### config.mk
export PLATFORM = sky130hd
export DESIGN_NAME = sram_arb_ctrl
export DESIGN_NICKNAME = d
export VERILOG_FILES = /design/src/rtl/sram_ctrl_pkg.sv /design/src/rtl/sram_rr_arbiter.sv /design/src/rtl/sram_arb_ctrl.sv
export SDC_FILE = /design/constraint.sdc
export NUM_CORES = 1
export LEC_CHECK = 0
export BUFFER_PORTS_ARGS = -buffer_cell sky130_fd_sc_hd__buf_2
export CAP_MARGIN = 20
export CORE_ASPECT_RATIO = 1.1
export CORE_UTILIZATION = 48
export CTS_BUF_LIST = sky130_fd_sc_hd__clkbuf_4 sky130_fd_sc_hd__clkbuf_8
export DETAILED_ROUTE_END_ITERATION = 16
export PLACE_DENSITY = 0.89
export SLEW_MARGIN = 20
export SYNTH_ARGS = -nofsm -noshare
export SYNTH_HDL_FRONTEND = slang
export SYNTH_HIERARCHICAL = 1
export SYNTH_SLANG_ARGS = --single-unit
### constraint.sdc
create_clock -name i_brd_clk -period 2.4 [get_ports i_brd_clk]
set_input_delay 0 -clock i_brd_clk [delete_from_list [all_inputs] [get_ports i_brd_clk]]
set_output_delay 0 -clock i_brd_clk [all_outputs]
set_load 0.005 [all_outputs]
### src/rtl/sram_ctrl_pkg.sv
// rtl/sram_ctrl_pkg.sv - shared types and sizes for the SRAM arbitrating controller
// Purpose: FSM state encoding, bus widths and the chip-select decode helper.
package sram_ctrl_pkg;

    localparam int SRAM_AW    = 21;
    localparam int CHIP_SEL_W = 2;
    localparam int DATA_W     = 8;
    localparam int NUM_CHIPS  = 4;
    localparam int ADDR_W     = SRAM_AW + CHIP_SEL_W;

    typedef enum logic [2:0] {
        ST_IDLE,
        ST_SETUP,
        ST_ACCESS,
        ST_HOLD,
        ST_TURN
    } state_e;

    // One-hot-low chip select for the chip field of a byte address.
    function automatic logic [NUM_CHIPS-1:0] chip_sel_n(input logic [CHIP_SEL_W-1:0] chip);
        return ~(NUM_CHIPS'(1) << chip);
    endfunction

endpackage

### src/rtl/sram_rr_arbiter.sv
// rtl/sram_rr_arbiter.sv - two-way round-robin arbiter with priority pointer
// Purpose: picks one of two requesters; on a tie the port not granted last wins.
// Ports:
//   clk, rst_n   clock, asynchronous active-low reset
//   en           arbitration allowed (controller idle)
//   req[1:0]     request levels
//   gnt_valid    a grant is issued this cycle
//   gnt_idx      granted port index
module sram_rr_arbiter (
    input  logic       clk,
    input  logic       rst_n,
    input  logic       en,
    input  logic [1:0] req,
    output logic       gnt_valid,
    output logic       gnt_idx
);

    // ptr_q names the port that wins a tie; reset favours port 0.
    logic ptr_q, ptr_d;

    always_comb begin
        gnt_valid = en & (|req);
        gnt_idx   = (req == 2'b11) ? ptr_q : req[1];
        ptr_d     = gnt_valid ? ~gnt_idx : ptr_q;
    end

    always_ff @(posedge clk or negedge rst_n) begin
        if (!rst_n) begin
            ptr_q <= 1'b0;
        end else begin
            ptr_q <= ptr_d;
        end
    end

endmodule

### src/rtl/sram_arb_ctrl.sv
// rtl/sram_arb_ctrl.sv - two-port arbitrating controller for the asynchronous SRAM bank
// Purpose: grants the shared SRAM bus round-robin between CPU (port 0) and DMA (port 1)
// and sequences CS/RD/WR strobes with programmable wait states.
// Ports:
//   i_brd_clk, i_reset_n            clock, asynchronous active-low reset
//   i_req, i_we                     per-port request level and direction
//   i_addr0/1, i_wdata0/1           per-port byte address and write data
//   o_ack, o_rdata, o_busy          completion pulse, read data, controller busy
//   o_sram_cs_n/read_n/write_n      SRAM strobes (all registered)
//   o_sram_addr, o_sram_wdata       SRAM address and write data
//   o_sram_data_oe, i_sram_rdata    tristate enable and pin read data
module sram_arb_ctrl
    import sram_ctrl_pkg::*;
#(
    parameter int RD_CYC   = 2,
    parameter int WR_CYC   = 2,
    parameter int TURN_CYC = 1
) (
    input  logic                  i_brd_clk,
    input  logic                  i_reset_n,
    input  logic [1:0]            i_req,
    input  logic [1:0]            i_we,
    input  logic [ADDR_W-1:0]     i_addr0,
    input  logic [ADDR_W-1:0]     i_addr1,
    input  logic [DATA_W-1:0]     i_wdata0,
    input  logic [DATA_W-1:0]     i_wdata1,
    output logic [1:0]            o_ack,
    output logic [DATA_W-1:0]     o_rdata,
    output logic                  o_busy,
    output logic [NUM_CHIPS-1:0]  o_sram_cs_n,
    output logic                  o_sram_read_n,
    output logic                  o_sram_write_n,
    output logic [SRAM_AW-1:0]    o_sram_addr,
    output logic [DATA_W-1:0]     o_sram_wdata,
    output logic                  o_sram_data_oe,
    input  logic [DATA_W-1:0]     i_sram_rdata
);

    localparam logic [3:0] RD_LAST   = 4'(RD_CYC - 1);
    localparam logic [3:0] WR_LAST   = 4'(WR_CYC - 1);
    localparam logic [3:0] TURN_LAST = 4'(TURN_CYC - 1);

    state_e               state_q, state_d;
    logic [3:0]           cnt_q, cnt_d;
    logic                 grant_q, grant_d;
    logic                 we_q, we_d;
    logic [ADDR_W-1:0]    xaddr_q, xaddr_d;
    logic [DATA_W-1:0]    xwdata_q, xwdata_d;

    logic [NUM_CHIPS-1:0] cs_n_q, cs_n_d;
    logic                 read_n_q, read_n_d;
    logic                 write_n_q, write_n_d;
    logic [SRAM_AW-1:0]   sram_addr_q, sram_addr_d;
    logic [DATA_W-1:0]    sram_wdata_q, sram_wdata_d;
    logic                 data_oe_q, data_oe_d;
    logic [1:0]           ack_q, ack_d;
    logic [DATA_W-1:0]    rdata_q, rdata_d;
    logic                 busy_q, busy_d;

    logic                 gnt_valid;
    logic                 gnt_idx;
    logic                 in_xfer;

    sram_rr_arbiter u_arb (
        .clk       (i_brd_clk),
        .rst_n     (i_reset_n),
        .en        (state_q == ST_IDLE),
        .req       (i_req),
        .gnt_valid (gnt_valid),
        .gnt_idx   (gnt_idx)
    );

    always_comb begin
        state_d  = state_q;
        cnt_d    = cnt_q;
        grant_d  = grant_q;
        we_d     = we_q;
        xaddr_d  = xaddr_q;
        xwdata_d = xwdata_q;
        rdata_d  = rdata_q;

        unique case (state_q)
            ST_IDLE: begin
                if (gnt_valid) begin
                    grant_d  = gnt_idx;
                    we_d     = i_we[gnt_idx];
                    xaddr_d  = gnt_idx ? i_addr1 : i_addr0;
                    xwdata_d = gnt_idx ? i_wdata1 : i_wdata0;
                    state_d  = ST_SETUP;
                end
            end
            ST_SETUP: begin
                state_d = ST_ACCESS;
                cnt_d   = we_q ? WR_LAST : RD_LAST;
            end
            ST_ACCESS: begin
                if (cnt_q == 4'd0) begin
                    state_d = ST_HOLD;
                    if (!we_q) begin
                        rdata_d = i_sram_rdata;
                    end
                end else begin
                    cnt_d = cnt_q - 4'd1;
                end
            end
            ST_HOLD: begin
                state_d = (TURN_CYC == 0) ? ST_IDLE : ST_TURN;
                cnt_d   = TURN_LAST;
            end
            ST_TURN: begin
                if (cnt_q == 4'd0) begin
                    state_d = ST_IDLE;
                end else begin
                    cnt_d = cnt_q - 4'd1;
                end
            end
            default: state_d = ST_IDLE;
        endcase

        // Pins are registered from the next state so they line up with it;
        // the *_d transfer fields already hold the new grant in IDLE.
        in_xfer      = (state_d == ST_SETUP) || (state_d == ST_ACCESS) || (state_d == ST_HOLD);
        cs_n_d       = in_xfer ? chip_sel_n(xaddr_d[ADDR_W-1:SRAM_AW]) : '1;
        sram_addr_d  = in_xfer ? xaddr_d[SRAM_AW-1:0] : sram_addr_q;
        read_n_d     = !((state_d == ST_ACCESS) && !we_d);
        write_n_d    = !((state_d == ST_ACCESS) && we_d);
        data_oe_d    = in_xfer && we_d;
        sram_wdata_d = (in_xfer && we_d) ? xwdata_d : sram_wdata_q;
        ack_d        = (state_d == ST_HOLD) ? (2'b01 << grant_d) : 2'b00;
        busy_d       = (state_d != ST_IDLE);
    end

    always_ff @(posedge i_brd_clk or negedge i_reset_n) begin
        if (!i_reset_n) begin
            state_q      <= ST_IDLE;
            cnt_q        <= 4'd0;
            grant_q      <= 1'b0;
            we_q         <= 1'b0;
            xaddr_q      <= '0;
            xwdata_q     <= '0;
            cs_n_q       <= '1;
            read_n_q     <= 1'b1;
            write_n_q    <= 1'b1;
            sram_addr_q  <= '0;
            sram_wdata_q <= '0;
            data_oe_q    <= 1'b0;
            ack_q        <= 2'b00;
            rdata_q      <= '0;
            busy_q       <= 1'b0;
        end else begin
            state_q      <= state_d;
            cnt_q        <= cnt_d;
            grant_q      <= grant_d;
            we_q         <= we_d;
            xaddr_q      <= xaddr_d;
            xwdata_q     <= xwdata_d;
            cs_n_q       <= cs_n_d;
            read_n_q     <= read_n_d;
            write_n_q    <= write_n_d;
            sram_addr_q  <= sram_addr_d;
            sram_wdata_q <= sram_wdata_d;
            data_oe_q    <= data_oe_d;
            ack_q        <= ack_d;
            rdata_q      <= rdata_d;
            busy_q       <= busy_d;
        end
    end

    assign o_ack          = ack_q;
    assign o_rdata        = rdata_q;
    assign o_busy         = busy_q;
    assign o_sram_cs_n    = cs_n_q;
    assign o_sram_read_n  = read_n_q;
    assign o_sram_write_n = write_n_q;
    assign o_sram_addr    = sram_addr_q;
    assign o_sram_wdata   = sram_wdata_q;
    assign o_sram_data_oe = data_oe_q;

endmodule
* Word-level counts from Yosys, hierarchy flattened *
Index checks and enable logic that the tools add are counted.

cells by class
  add/subtract/negate cells = 1
  multiply operators = 0
  divide/modulo/power cells = 0
  order comparisons = 1
  eq/ne operators = 9
  shift operators = 2
  muxes and demuxes = 21
  bitwise operators = 4
  reductions and logical operators = 16

operators with widths
  cell                   number
  $mux W23               3
  $mux W8                3
  $pmux W3 S5            1
  $eq A3 B2 Y1 const B   4
  $pmux W4 S3            1
  $mux W3                3
  $mux W4                2
  $mux W1                7
  $eq A3 B1 Y1 const B   2
  $reduce_bool A3 Y1     2
  $logic_not A4 Y1       1
  $not A4 Y4             1
  $reduce_or A2 Y1       2
  $shl A1 B2 Y4 const A  1
  $sub A4 B1 Y4 const B  1
  $eq A3 B3 Y1 const B   1
  $logic_and A1 B1 Y1    3
  $logic_not A1 Y1       3
  $logic_not A3 Y1       1
  $reduce_and A3 Y1      1
  $eq A2 B2 Y1 const B   1
  $logic_or A1 B1 Y1     2
  $lt A1 B2 Y1 const B   1
  $mux W2                1
  other kinds (5)        6

storage, ports and cells
  register bits = 88
  bits in latches = 0
  bits in writable memories = 0
  bits in read-only memories = 0
  input bits = 76
  logic and storage cells = 70
  memories kept = 0

* Depth between registers and ports, before layout *
  word-level depth = 9
  depth in mapped cells = 11
  depth with buffers taken out = 7

* By module *
Netlist, hierarchy kept.

modules (own cells, without submodules)
  module           times used  cells each  area each (um^2)  sequential area each (um^2)
  sram_arb_ctrl    1           335         3866.2            2184.6
  sram_rr_arbiter  1           6           55.1              25.0

* Least setup slack after synthesis *
No wires, ideal clock.

  path type = register to register
  from = register state_q[0]
  to = register sram_wdata_q[0], in the netlist o_sram_wdata[0]
  arrival = 2.358 ns
  path slack = -0.125 ns
  stages on the path, launching flop included = 11
  period minus slack after synthesis = 2.525 ns
  cell sequence = dfrtp_1 > buf_2 > clkbuf_1 > or2_2 > nor2_1 > o21a_1 > or4b_1 > buf_4 > buf_6 > nor2_2 > a221oi_1

on the way
  cells in the longest elaborated chain, start to end = 8

RTL lines
  what                                          RTL line               source
  from (decl)                                   sram_arb_ctrl.sv:43    state_e state_q, state_d;
  from (signal assigned)                        sram_arb_ctrl.sv:151   state_q <= state_d;
  $logic_not A3 Y1 (*)                          sram_arb_ctrl.sv:67    .en (state_q == ST_IDLE),
  $and A1 B1 Y1 (*)                             sram_rr_arbiter.sv:22  gnt_valid = en & (|req);
  named net gnt_valid                           sram_arb_ctrl.sv:60    logic gnt_valid;
  $mux W3                                       sram_arb_ctrl.sv:84    if (gnt_valid) begin
  $pmux W3 S5                                   sram_arb_ctrl.sv:82    unique case (state_q)
  $eq A3 B1 Y1 or $eq A3 B2 Y1 (tied branches)  sram_arb_ctrl.sv:122   in_xfer = (state_d == ST_SETUP) || (state_d == ST_ACCESS) || (state_d == ST_HOLD);
  $logic_or A1 B1 Y1 (2 in a row)               sram_arb_ctrl.sv:122
  $logic_and A1 B1 Y1                           sram_arb_ctrl.sv:128   sram_wdata_d = (in_xfer && we_d) ? xwdata_d : sram_wdata_q;
  to (signal assigned)                          sram_arb_ctrl.sv:161   sram_wdata_q <= sram_wdata_d;
  to (decl)                                     sram_arb_ctrl.sv:54    logic [DATA_W-1:0] sram_wdata_q, sram_wdata_d;

The timed path passes the listed nets; every way through them passes the cells marked *.
A chain may end at the register's enable or synchronous reset.

* Worst setup path in the final report *
  from = register state_q[2]
  to = register sram_wdata_q[2], in the netlist o_sram_wdata[2]

on the way
  cells in the longest elaborated chain, start to end = 8

RTL lines
  what                                          RTL line               source
  $logic_not A3 Y1 (*)                          sram_arb_ctrl.sv:67
  $and A1 B1 Y1 (*)                             sram_rr_arbiter.sv:22
  named net gnt_valid                           sram_arb_ctrl.sv:60
  $mux W3                                       sram_arb_ctrl.sv:84
  $pmux W3 S5                                   sram_arb_ctrl.sv:82
  $eq A3 B1 Y1 or $eq A3 B2 Y1 (tied branches)  sram_arb_ctrl.sv:122
  $logic_or A1 B1 Y1 (2 in a row)               sram_arb_ctrl.sv:122
  $logic_and A1 B1 Y1 (*)                       n/a
  named net data_oe_d                           sram_arb_ctrl.sv:55    logic data_oe_q, data_oe_d;

Marked as above.

==> results.tsv <==
metric	value	unit
cells after synthesis	341	
post-route setup slack	0.0792	ns
M1 GR Usage	0.306	
H-tree levels	3	
number of detailed-route iterations in the first pass	4	
actual slew at the worst max-slew pin	0.845	ns
pre-CTS WS	-0.109	ns
first-pass GRT wire length	17.2	mm
RSZ-0062 raised after global routing	false	
global-route met3 utilization	0.0572	
register share of total power	0.375	
WS Path Type	reg2reg	
Max Clock Freq	0.431	GHz
Final Hold Fails	0	
final slew viol count	0	
Yosys top cell area share	0.523	
Layout area overhead	42.7	%
CP startpoint kind	flip-flop	
Final Instance Area	0.00559	mm²
vias	3420	
Period minus WS final	2.32	ns
Die Y	96.8	µm
switching power	0.00270	W
number of synthesis warnings	6	
DIE AREA	0.00853	mm²
clock-pin slew on the worst setup and hold paths	0.09	ns
M2 GR Usage	0.454	
routed vias/inst	5.28	
# port buffers	122	
pin count of the biggest net entering global routing	48	
global placer's final weighted congestion	0.860	
Initial Util	0.496	
synth unique cells	43	
GRT Max-Usage Layer	met2	
antenna violations before repair	0	
CP endpoint kind	flip-flop	
ys flop type	dfrtp_1	
Cell Area, Synth	0.00392	mm²
ratio of cells with drive above 1 in the final layout	0.370	
part of the cycle the worst path needs	0.967	
Switching Share	0.383	
CP max FO	19	
sequential fraction of the synthesis area	0.563	
Max-cap violations	0	
internal cell power	0.00435	W
WP data arrival	2.57	ns
grt total ovfl	0	
CTS sink cnt	88	
Filler cells	541	
Worst Hold Class	in2reg	
number of global-route vias before repair	3719	
Seq cells post-synth	88	
Leakage Power	2.67	nW
Syn Area/Cell	11.5	µm²
CTS root buffer	clkbuf_8	
post-synth top area cell	dfrtp_1	
Worst Skew	0.0124	ns
n_diodes	0	
pwr dens	1260	mW/mm²
Clk Latency, worst-skew pair	0.36	ns
CTS Buf Count	9	
Post-synth ARST share	1.00	
fin nets	613	
row cnt	34	
Detailed Place HPWL	6.21	mm
drt drc	0	
status	finished, final reports clean	
Placed Area	0.00469	mm²
CTS tree	done	
final-report setup violation count	0	
Rel. slew slack	0.432	
Core ar.	0.00791	mm²
drt wl/cell	16.4	µm
I/O Pins	123	
Overall Global Routing Usage	0.267	
remaining antenna violation count	0	
Die W	88.2	µm
Synth area leaders	dfrtp_1 52%, mux2_2 8.3%, mux2i_1 8.2%	
clock power share	0.137	
logic gate share of total power	0.488	
fin util	0.707	
CP required	2.65	ns
Worst VDD drop	737	µV
PnR Total Power	0.00705	W
Post-synth EDFFs	0	
Synth Net Count	419	
Bufs on Longest Clock Path	2	
final wirelength	10.6	mm
1st-iter DRT viols	243	
-- cell usage in the layout (no fill, tap or decap), types with 5 or more instances in the layout --
master         count
buf_2            121
dfrtp_1           82
dlygate4sd3_1     65
nand2_1           40
mux2i_1           32
mux2_2            29
o21ai_1           21
nor2_1            16
o21ai_0           15
inv_1             14
buf_4             12
clkbuf_8          10
a221oi_1           8
dfstp_2            6
a31oi_1            5
nor2b_1            5
-- final timing paths --
kind / from / endpoint / slack (ns) / cells past startpoint
max: state_q[2] / o_sram_wdata[2] / 0.08 / 8
min: i_wdata0[2] / xwdata_q[2] / 0.02 / 3
max reg2reg: state_q[2] / o_sram_wdata[2] / 0.08 / 8
min reg2reg: xwdata_q[4] / xwdata_q[4] / 0.49 / 2
max in group asynchronous: i_reset_n / xaddr_q[17] / 1.61 / 3
min in group asynchronous: i_reset_n / o_sram_addr[3] / 0.15 / 2
-- metrics by stage --
stage	cells	setup TNS [ns]	hold WS, ns
floorplan	341	0	-0.296
global placement	563	0	0.0132
detailed placement	563	-0.569	0.0322
CTS	646	0	0.0126
global route	648	0	0.0243
finish	648	0	0.0187
-- Yosys cell counts, types with 2 or more instances --
master	count
dfrtp_1	82
nand2_1	40
a221oi_1	8
nand3b_1	4
buf_2	4
nor2b_1	5
nand4_1	2
a21o_1	4
buf_1	2
nand3_1	4
a31oi_1	5
a21oi_1	2
o21ai_0	15
a221o_1	2
nor3_1	4
o21ai_1	21
o31ai_1	3
mux2_2	29
nor2_2	2
mux2i_1	32
buf_6	5
nor2_1	17
inv_1	14
dfstp_2	6
ha_1	2
clkbuf_1	9
or2_2	2
-- critical path, cell delays in order, from the launching register on --
cell and delay, ns:
dfrtp_1 0.38, or2_4 0.27, nor2_2 0.15, o21a_1 0.18, or4b_4 0.51, buf_6 0.20
o32ai_4 0.19, nor2_1 0.08, a221oi_1 0.26
-- logic make-up after synthesis --
logic type | count (synthesis) | synth area share
DFF | 88 | 0.563
and+or+nand+nor | 87 | 0.105
AOI/OAI and AO/OA | 67 | 0.112
muxes | 61 | 0.165
buffers and inverters | 35 | 0.0453
adders and majority gates | 2 | 0.00638
xor gates and xnor gates | 1 | 0.00223
-- sequential cells by signal, indices dropped and copies added (netlist names) --
register	cells
o_rdata	8
we_q	1
o_sram_cs_n	4
u_arb/ptr_q	1
o_sram_read_n	1
o_ack	2
xaddr_q	23
o_sram_write_n	1
o_sram_data_oe	1
o_sram_addr	21
o_busy	1
cnt_q	4
grant_q	1
o_sram_wdata	8
state_q	3
xwdata_q	8
-- timing repair --
action                                 in CTS  in global routing
hold buffers                               65                  0
gates resized for setup                     3                  3
cloned                                      1                  0
pin swaps                                   0                  1
setup buffers                               1                  2
endpoints found under the hold margin      77                  0
setup endpoints to repair                   8                 23
-- routing by layer --
layer | share of wire | vias up
li1 | - | 1591
met1 | 0.39 | 1662
met2 | 0.53 | 137
met3 | 0.047 | 30
met4 | 0.036 | 0
met5 | 0 | -
-- cell type report --
type,instances,area (µm²),share of cell area
clock buffer,11,145,0.0259
clock inverter,5,40.0,0.00716
inverter,14,52.6,0.00939
multi-input combinational,219,1590,0.285
sequential,88,2210,0.395
tap,108,135,0.0242
timing repair buffer,203,1420,0.254
-- power groups by stage --
stage | sequential (W) | clock [W] | combinational (W)
2_1_floorplan | 0.00258 | 0 | 0.00218
3_3_place_gp | 0.00259 | 0 | 0.00294
3_5_place_dp | 0.00262 | 0 | 0.00312
4_1_cts | 0.00260 | 0.000989 | 0.00335
5_1_grt | 0.00270 | 0.00106 | 0.00375
6_report | 0.00264 | 0.000969 | 0.00344
No activity file was read; power rests on OpenSTA's default activity.
